[src/rtl/block_pkg.sv]
// rtl/block_pkg.sv - shared geometry constants and scheduler state encoding
package block_pkg;

    localparam int BLK_ROWS  = 16;
    localparam int BLK_COLS  = 13;
    localparam int LINE_W    = BLK_COLS;
    localparam int ROW_W     = 4;
    localparam int COL_W     = 4;
    localparam int BLK_CNT_W = 8;

    typedef enum logic [1:0] {
        ST_INIT,
        ST_IDLE,
        ST_SEEK,
        ST_SERVE
    } sched_state_t;

endpackage

[src/rtl/popcount13.sv]
// rtl/popcount13.sv - combinational ones count of one block line
module popcount13
    import block_pkg::*;
(
    input  logic [LINE_W-1:0] bits,
    output logic [3:0]        count
);

    // Sum the set bits of the line.
    always_comb begin
        count = '0;
        for (int i = 0; i < LINE_W; i++) begin
            count = count + {3'b000, bits[i]};
        end
    end

endmodule

[src/rtl/block_line_sched.sv]
// rtl/block_line_sched.sv - arbitrates video and collision access to a rotating block line store
module block_line_sched
    import block_pkg::*;
#(
    parameter int ROWS = BLK_ROWS,
    parameter int COLS = BLK_COLS
)
(
    input  logic                 clk,
    input  logic                 nRst,
    input  logic [COLS-1:0]      line_in,
    output logic                 next_line,
    output logic                 line_we,
    output logic [COLS-1:0]      line_wdata,
    input  logic                 vid_req,
    input  logic [ROW_W-1:0]     vid_row,
    output logic                 vid_ack,
    output logic [COLS-1:0]      vid_line,
    input  logic                 col_req,
    input  logic [ROW_W-1:0]     col_row,
    input  logic [COL_W-1:0]     col_col,
    input  logic                 col_clear,
    output logic                 col_ack,
    output logic                 col_hit,
    output logic [ROW_W-1:0]     head_row,
    output logic [BLK_CNT_W-1:0] blocks_left,
    output logic                 init_done,
    output logic                 all_clear
);

    sched_state_t         state;
    logic [ROW_W-1:0]     tgt_row;
    logic [COL_W-1:0]     tgt_col;
    logic                 tgt_clear;
    logic                 gnt_vid;
    logic                 rr_col_first;
    logic [ROW_W-1:0]     init_cnt;
    logic [BLK_CNT_W-1:0] acc;
    logic [3:0]           pop;
    logic [COLS-1:0]      vid_line_q;
    logic                 col_hit_q;
    logic [COLS-1:0]      col_mask;
    logic                 hit_now;
    logic                 clear_now;
    logic                 pick_vid;
    logic                 any_req;
    logic [ROW_W-1:0]     sel_row;
    logic [ROW_W-1:0]     next_head;

    popcount13 u_pop (
        .bits  (line_in),
        .count (pop)
    );

    // Request selection: on contention the pointer decides; a lone requester always wins.
    always_comb begin
        any_req   = vid_req | col_req;
        pick_vid  = vid_req && (!col_req || !rr_col_first);
        sel_row   = pick_vid ? vid_row : col_row;
        next_head = (head_row == ROW_W'(ROWS - 1)) ? '0 : head_row + 1'b1;
    end

    // Column c addresses line bit COLS-1-c; out-of-range columns select nothing.
    always_comb begin
        col_mask = '0;
        if (tgt_col < COL_W'(COLS)) begin
            col_mask[COL_W'(COLS - 1) - tgt_col] = 1'b1;
        end
        hit_now    = |(line_in & col_mask);
        clear_now  = col_ack && tgt_clear && hit_now;
        line_we    = clear_now;
        line_wdata = line_in & ~col_mask;
        vid_line   = vid_ack ? line_in : vid_line_q;
        col_hit    = col_ack ? hit_now : col_hit_q;
        all_clear  = init_done && (blocks_left == '0);
    end

    // Scheduler FSM: census the store, then seek and serve one request at a time.
    always_ff @(posedge clk or negedge nRst) begin
        if (!nRst) begin
            state        <= ST_INIT;
            head_row     <= '0;
            blocks_left  <= '0;
            init_done    <= 1'b0;
            next_line    <= 1'b0;
            vid_ack      <= 1'b0;
            col_ack      <= 1'b0;
            tgt_row      <= '0;
            tgt_col      <= '0;
            tgt_clear    <= 1'b0;
            gnt_vid      <= 1'b0;
            rr_col_first <= 1'b0;
            init_cnt     <= '0;
            acc          <= '0;
            vid_line_q   <= '0;
            col_hit_q    <= 1'b0;
        end else begin
            if (next_line) begin
                head_row <= next_head;
            end
            case (state)
                ST_INIT: begin
                    if (!next_line) begin
                        next_line <= 1'b1;
                    end else begin
                        acc <= acc + BLK_CNT_W'(pop);
                        if (init_cnt == ROW_W'(ROWS - 1)) begin
                            next_line   <= 1'b0;
                            blocks_left <= acc + BLK_CNT_W'(pop);
                            init_done   <= 1'b1;
                            init_cnt    <= '0;
                            state       <= ST_IDLE;
                        end else begin
                            init_cnt <= init_cnt + 1'b1;
                        end
                    end
                end
                ST_IDLE: begin
                    if (any_req) begin
                        gnt_vid   <= pick_vid;
                        tgt_row   <= sel_row;
                        tgt_col   <= col_col;
                        tgt_clear <= col_clear & ~pick_vid;
                        // The pointer only moves when both sides actually competed.
                        if (vid_req && col_req) begin
                            rr_col_first <= pick_vid;
                        end
                        if (sel_row == head_row) begin
                            vid_ack <= pick_vid;
                            col_ack <= !pick_vid;
                            state   <= ST_SERVE;
                        end else begin
                            next_line <= 1'b1;
                            state     <= ST_SEEK;
                        end
                    end
                end
                ST_SEEK: begin
                    // Stop rotating on the pulse that brings the target row to the head.
                    if (next_head == tgt_row) begin
                        next_line <= 1'b0;
                        vid_ack   <= gnt_vid;
                        col_ack   <= !gnt_vid;
                        state     <= ST_SERVE;
                    end
                end
                ST_SERVE: begin
                    vid_ack <= 1'b0;
                    col_ack <= 1'b0;
                    state   <= ST_IDLE;
                    if (vid_ack) begin
                        vid_line_q <= line_in;
                    end
                    if (col_ack) begin
                        col_hit_q <= hit_now;
                    end
                    if (clear_now && (blocks_left != '0)) begin
                        blocks_left <= blocks_left - 1'b1;
                    end
                end
                default: begin
                    state <= ST_INIT;
                end
            endcase
        end
    end

endmodule

[config.mk]
export PLATFORM = sky130hd
export DESIGN_NAME = block_line_sched
export DESIGN_NICKNAME = d
export VERILOG_FILES = /design/src/rtl/block_pkg.sv /design/src/rtl/popcount13.sv /design/src/rtl/block_line_sched.sv
export SDC_FILE = /design/constraint.sdc
export NUM_CORES = 1
export LEC_CHECK = 0
export BUFFER_PORTS_ARGS = -buffer_cell sky130_fd_sc_hd__buf_2
export CORE_MARGIN = 10
export CORE_UTILIZATION = 45
export CTS_CLUSTER_SIZE = 10
export DETAILED_ROUTE_END_ITERATION = 8
export GPL_TIMING_DRIVEN = 0
export PLACE_DENSITY = 0.74
export REMOVE_ABC_BUFFERS = 1
export SLEW_MARGIN = 25
export SYNTH_ARGS = -nofsm -noshare
export SYNTH_HDL_FRONTEND = slang
export SYNTH_SLANG_ARGS = --single-unit
export TNS_END_PERCENT = 20
[constraint.sdc]
create_clock -name clk -period 2.29 [get_ports clk]
set_input_delay 0.5725 -clock clk [delete_from_list [all_inputs] [get_ports clk]]
set_output_delay 0.5725 -clock clk [all_outputs]
set_load 0.05 [all_outputs]
==> impl_metrics.tcl, run 1 <==
set metrics [dict create \
    synthCells 398 \
    clockBufferDepth 2 \
    status "finished, violations left" \
    coreArea_um2 8180 \
    final_common_cell "buf_2" \
    r2r_slack_ps -490 \
    r2r-start "state[0]$_DFFE_PN0P_" \
    ctsRootBufferMaster "clkbuf_8" \
    grt_usage_pct 14.4 \
    synth-seq-area-share_pct 36.7 \
    required_ps 2490 \
    failed_checks "setup timing" \
    hp-class "in -> async" \
    max_slew_margin_pct 36.6 \
    critPathBufInv 5 \
    grt_pass1_vias 3168 \
    cp_slowest_cell "fa_1" \
    detail_route.wl_per_cell_um 16.2 \
    critical_path_class "in -> reg" \
    grt_overflow 0 \
    clk_latency_ps 300 \
    fin_util_pct 55.1 \
    vias 3087 \
    crit_start "line_in[0]" \
    syn_area_per_cell_um2 9.42 \
    antennaDiodeCount 0 \
    drt_wl_total_um 9270 \
    register_area_um2 1390 \
    synth-edff-count 0 \
    synth-seq-cells 55 \
    htreeDepth 2 \
    r2r_cells 7 \
    fp.dieArea_um2 12400 \
    die_y_um 111 \
    cp.depth 19 \
    setup.worst_path.end_class "flop" \
    nets 524 \
    hpwl_um 6960 \
    drive_gt1_share_pct 32.0 \
    grt_pass1_wl_um 15400 \
    synthFlopType "dfrtp_1" \
    ant_nets 0 \
    finalHoldViolations 0 \
    yosysUniqueCellTypes 61 \
    fin_crit_ps 4750 \
    cp_max_fo 4 \
    die_x_um 111 \
    setup_ws_ps -2460 \
    drt_pass1_iterations 4 \
    num_rows 33 \
    worstMarginPinSlew_ps 944 \
    multi_input_area_um2 2320 \
    crit_family "adder cells" \
    tritoncts "done" \
    io_pins 75 \
    slowest_delay_ps 510 \
    rsz0062_at_grt "yes" \
    grt_start_max_net_pins 56 \
    timing.final.crit_share_pct 207 \
    grt_antenna_before_repair 0 \
    crit_chain "buf_8 > ha_4 > inv_2 > fa_1 > inv_1 > fa_1 > inv_1 > fa_1 > fa_1 > inv_2 > ha_4 > fa_2 > ha_4 > a21o_1 > a211oi_2 > nor4bb_2 > mux2i_1 > a41oi_1 > o211a_1" \
    cts_made_buffers 5 \
    fin_worst_skew_ps 2.15 \
    routed_via_density 5.41 \
    setup_viol 18 \
    critPathMostFrequentCell "fa_1" \
    final_cell_mix "buf_2 (68), nor2_1 (51), dfrtp_1 (48), inv_1 (30), nand2_1 (30)" \
    clkSinkCount 55 \
    slew_viol_final 0 \
    place_inst 559 \
    async_reset_ff_share_pct 100 \
    yosys_warnings 0 \
    gp_congestion 0.840 \
    drtIter0Drc 121 \
    stdcell_count 571 \
    arrival_ps 4950 \
    netlist_area_um2 3750 \
    port_buffers 74 \
    clock.fmax_mhz 211 \
    crit_path_start_kind "primary input" \
    max-cap-violations 0 \
    initial_core_util_pct 45.9 \
    setup_tns_ps -34370 \
    num-fill-cells 745 \
    drcViolationCount 0 \
    path_clk_slew_ps 100 \
    area_delta_synth_final_pct 20.3 \
]
==> synth_stat cells, types with 3 or more instances <==
| master | instances | area, um2 |
|---|---|---|
| dfrtp_1 | 55 | 1380 |
| nor2_1 | 53 | 199 |
| inv_1 | 32 | 120 |
| nand2_1 | 30 | 113 |
| ha_1 | 20 | 250 |
| mux2_2 | 20 | 225 |
| a21oi_1 | 17 | 85.1 |
| o21ai_0 | 16 | 80.1 |
| xnor2_1 | 15 | 131 |
| nor3_1 | 10 | 50.1 |
| clkbuf_1 | 8 | 30.0 |
| fa_1 | 8 | 160 |
| mux2i_1 | 7 | 70.1 |
| nand4_1 | 7 | 43.8 |
| nand3_1 | 6 | 30.0 |
| xor2_1 | 6 | 52.6 |
| a31oi_1 | 5 | 31.3 |
| buf_2 | 5 | 25.0 |
| nor2b_1 | 5 | 31.3 |
| mux2_1 | 4 | 45.0 |
| nand3b_1 | 4 | 30.0 |
| nor3b_1 | 4 | 30.0 |
| o211a_1 | 4 | 40.0 |
| a21boi_0 | 3 | 22.5 |
| a21o_1 | 3 | 22.5 |
| a22o_1 | 3 | 26.3 |
| buf_4 | 3 | 22.5 |
| o22ai_1 | 3 | 18.8 |
==> metal layers <==
layer  wire, um  global-route usage, %  up-vias
met5          0                      0        -
met4         93                   3.26        0
met3        441                   3.30        8
met2       4770                   25.2       77
met1       3960                   17.3     1483
li1           -                      -     1519
==> repair_timing <==
item                                   in CTS  in global routing
hold buffers                                0                  0
setup endpoints to repair                  48                 23
endpoints found under the hold margin       0                  0
gates resized for setup                    34                 15
buffers inserted                            3                  2
pin swaps                                  23                 16
==> cell type report <==
cell class | instances | area share, %
clock inverter | 2 | 0.833
tap | 105 | 2.91
sequential | 55 | 30.7
timing repair buffer | 79 | 9.96
clock buffer | 5 | 1.53
inverter | 32 | 2.66
multi-input combinational | 293 | 51.4
==> cell families after synthesis <==
group / synth area share, %
AO/OA/AOI/OAI: 14.3
XOR/XNOR: 4.91
adder cells (fa/ha/maj): 10.9
buffers and inverters: 5.67
flip-flops: 36.7
multiplexers: 9.68
AND/OR/NAND/NOR: 17.8
==> through the flow <==
stage | area (um2) | hold WS, ps | setup WS, ps
floorplan | 3660 | 277 | -2760
global placement | 4160 | 464 | -3090
detailed placement | 4160 | 469 | -3130
CTS | 4410 | 338 | -2570
global route | 4510 | 351 | -2610
finish | 4510 | 316 | -2460
==> worst register-to-register path, delay by kind of cell, from the launching register on <==
kind                       cells  cell delay (ps)
DFF                            1              430
AOI/OAI and AO/OA              2              400
and+or+nand+nor                3              690
adders and majority gates      1              610
buffers and inverters          1              530
==> path summary, 6_finish.rpt <==
kind / endpoint
min: head_row[3]$_DFFE_PN0P_
max in group asynchronous: tgt_col[3]$_DFFE_PN0P_
min reg2reg: rr_col_first$_DFFE_PN0P_
max: blocks_left[7]$_DFFE_PN0P_
max reg2reg: blocks_left[6]$_DFFE_PN0P_
min in group clk: tgt_clear$_DFFE_PN0P_
==> sequential cells by signal, indices dropped and copies added (netlist names) <==
signal	flops
tgt_col	4
next_line	1
gnt_vid	1
rr_col_first	1
head_row	4
tgt_row	4
init_cnt	4
state	2
col_ack	1
tgt_clear	1
init_done	1
col_hit_q	1
acc	8
blocks_left	8
vid_line_q	13
vid_ack	1
Power of run 1 is not shown: default switching activity piles up to over one toggle a cycle in this logic, so the estimate is an artifact.
==> run 2, diff against run 1 <==
Settings changed: BUFFER_PORTS_ARGS -buffer_cell sky130_fd_sc_hd__buf_2 to -buffer_cell sky130_fd_sc_hd__clkbuf_2, CORE_UTILIZATION 45 to 50, PLACE_DENSITY 0.74 to 0.8.
==> run 2 against run 1 <==
The flow still finishes with violations (setup timing). Non-clock buffer count is 4 higher. Final area grew 1.5%. Via count rose by 3.9%. Count of clock-buffer cells in the layout grew 1. Cell count is 0.18% lower. Utilization grew 8.0 points. Critical path type unchanged. Highest routed layer unchanged.
==> impl_metrics.tcl, run 2 (synthesis results as in run 1) <==
set metrics [dict create \
    status "finished, violations left" \
    failed_checks "setup timing" \
    vdd_drop_max_uv 1050 \
    ant_nets 0 \
    finalHoldViolations 0 \
    grt_pass1_wl_um 16300 \
    antennaDiodeCount 0 \
    drive_gt1_share_pct 33.3 \
    grt_pass1_vias 3428 \
    endpoint "blocks_left[7]$_DFFE_PN0P_" \
    reg_top3 "vid_line_q: 13 flops, acc: 8 flops, blocks_left: 8 flops" \
    fin_worst_skew_ps 10.7 \
    coreArea_um2 7250 \
    cp.depth 19 \
    path_clk_slew_ps 100 \
    drt_pass1_iterations 4 \
    io_pins 75 \
    initial_core_util_pct 51.7 \
    hpwl_um 7030 \
    critPathBufInv 5 \
    setup_tns_ps -35080 \
    critical_path_class "in -> reg" \
    drt_wl_total_um 9710 \
    crit_start "line_in[1]" \
    clock.fmax_mhz 209 \
    die_x_um 107 \
    area_delta_synth_final_pct 22.1 \
    cts_made_buffers 5 \
    grt_overflow 0 \
    place_inst 554 \
    grt_start_max_net_pins 30 \
    num-fill-cells 600 \
    fin_crit_ps 4780 \
    arrival_ps 4990 \
    nets 528 \
    power_density_nw_per_um2 1760 \
    r2r_slack_ps -460 \
    clockBufferDepth 2 \
    setup_viol 18 \
    detail_route.wl_per_cell_um 17.0 \
    final_cell_mix "clkbuf_2 (68), nor2_1 (49), dfrtp_1 (47), inv_1 (30), nand2_1 (27)" \
    num_rows 31 \
    gp_congestion 0.822 \
    max_slew_margin_pct 36.0 \
    critPathMostFrequentCell "fa_1" \
    hp-class "in -> async" \
    crit_chain "clkbuf_16 > ha_4 > inv_2 > fa_1 > inv_1 > fa_1 > inv_1 > fa_1 > fa_1 > inv_2 > ha_4 > fa_2 > ha_4 > a21o_1 > a211oi_2 > nor4bb_2 > mux2i_1 > a41oi_1 > o211a_1" \
    r2r_cells 7 \
    rsz0062_at_grt "yes" \
    required_ps 2500 \
    setup_ws_ps -2490 \
    place_ws_ps -3100 \
    grt_antenna_before_repair 0 \
    timing.final.crit_share_pct 209 \
    die_y_um 107 \
    r2r-start "state[0]$_DFFE_PN0P_" \
    largest_register_ffs 13 \
    cellLeakagePower_nw 2.11 \
    ctsRootBufferMaster "clkbuf_8" \
    crit_family "adder cells" \
    worstReg2RegEnd "blocks_left[6]$_DFFE_PN0P_" \
    drcViolationCount 0 \
    final_common_cell "clkbuf_2" \
    clkSinkCount 55 \
    clk_latency_ps 320 \
    grt_usage_pct 17.1 \
    cp_slowest_cell "fa_1" \
    vias 3207 \
    port_buffers 74 \
    fp.dieArea_um2 11400 \
    largest-register "vid_line_q" \
    slew_viol_final 0 \
    slowest_delay_ps 510 \
    max-cap-violations 0 \
    htreeDepth 2 \
    cp_max_fo 2 \
    routed_via_density 5.63 \
    stdcell_count 570 \
    crit_path_start_kind "primary input" \
    tritoncts "done" \
    drtIter0Drc 109 \
    cts.hold.buffers_added 0 \
    setup.worst_path.end_class "flop" \
    worstMarginPinSlew_ps 953 \
]
## run 2: cell count changes in the layout (fill, tap and decap cells not counted), sizes merged
cell,before,now
clkbuf,6,80
buf,78,9
bufinv,1,2
clkinvlp,1,0
## run 2: final cells by class
class	instances	area, um2	area share (%)
clock buffers	6	72.6	1.59
clock inverters	2	60.1	1.31
inverters	32	120	2.62
multi-input cells	293	2310	50.4
flip-flops and latches	55	1390	30.3
well taps	99	124	2.71
repair buffers	83	505	11.0
## run 2: per-stage QoR
stage | total power [mW] | cell area (um2) | utilization [%] | hold slack (ps)
floorplan | 5.46 | 3660 | - | 277
global placement | 6.39 | 4150 | 57.2 | 465
detailed placement | 6.55 | 4170 | 57.5 | 467
CTS | 7.89 | 4530 | 62.5 | 208
global route | 8.64 | 4580 | 63.1 | 209
finish | 8.07 | 4580 | 63.1 | 200
## run 2: worst reg2reg max path, stage by stage (launching register included)
cell and delay [ps]:
dfrtp_1 430, ha_2 600, inv_1 530, nor2_1 210, nand3_1 130, a21oi_4 270
or2_1 330, o211ai_1 130
## run 2: routing by layer
metal	GRT usage, %	wire [um]	vias up
met1	20.7	4010	1580
met4	5.22	106	0
met5	0	0	-
li1	-	-	1532
met2	29.8	5070	87
met3	3.53	520	8
## run 2: how the worst min path moves through the flow
stage / depth (start not counted) / from / to / slack (ps)
floorplan: 0 / nRst / acc[0]$_DFFE_PN0P_ / 280
global placement: 1 / rr_col_first$_DFFE_PN0P_ / rr_col_first$_DFFE_PN0P_ / 460
detailed placement: 1 / rr_col_first$_DFFE_PN0P_ / rr_col_first$_DFFE_PN0P_ / 470
CTS: 1 / nRst / head_row[3]$_DFFE_PN0P_ / 210
global route: 1 / nRst / head_row[3]$_DFFE_PN0P_ / 210
finish: 1 / nRst / head_row[3]$_DFFE_PN0P_ / 200
## run 2: timing repair
item                                    4_1_cts  5_1_grt
resized for setup                            41       10
buffers inserted                              8        1
endpoints found under the setup margin       48       23
pin swaps                                    22       10
## run 2: power by group
part / internal [mW] / leakage, nW / switching (mW) / total [mW]
clock: 0.437 / 0.0654 / 0.334 / 0.771
combinational: 2.10 / 1.40 / 3.13 / 5.23
sequential: 1.43 / 0.645 / 0.637 / 2.06
No activity file was read; power rests on OpenSTA's default activity.
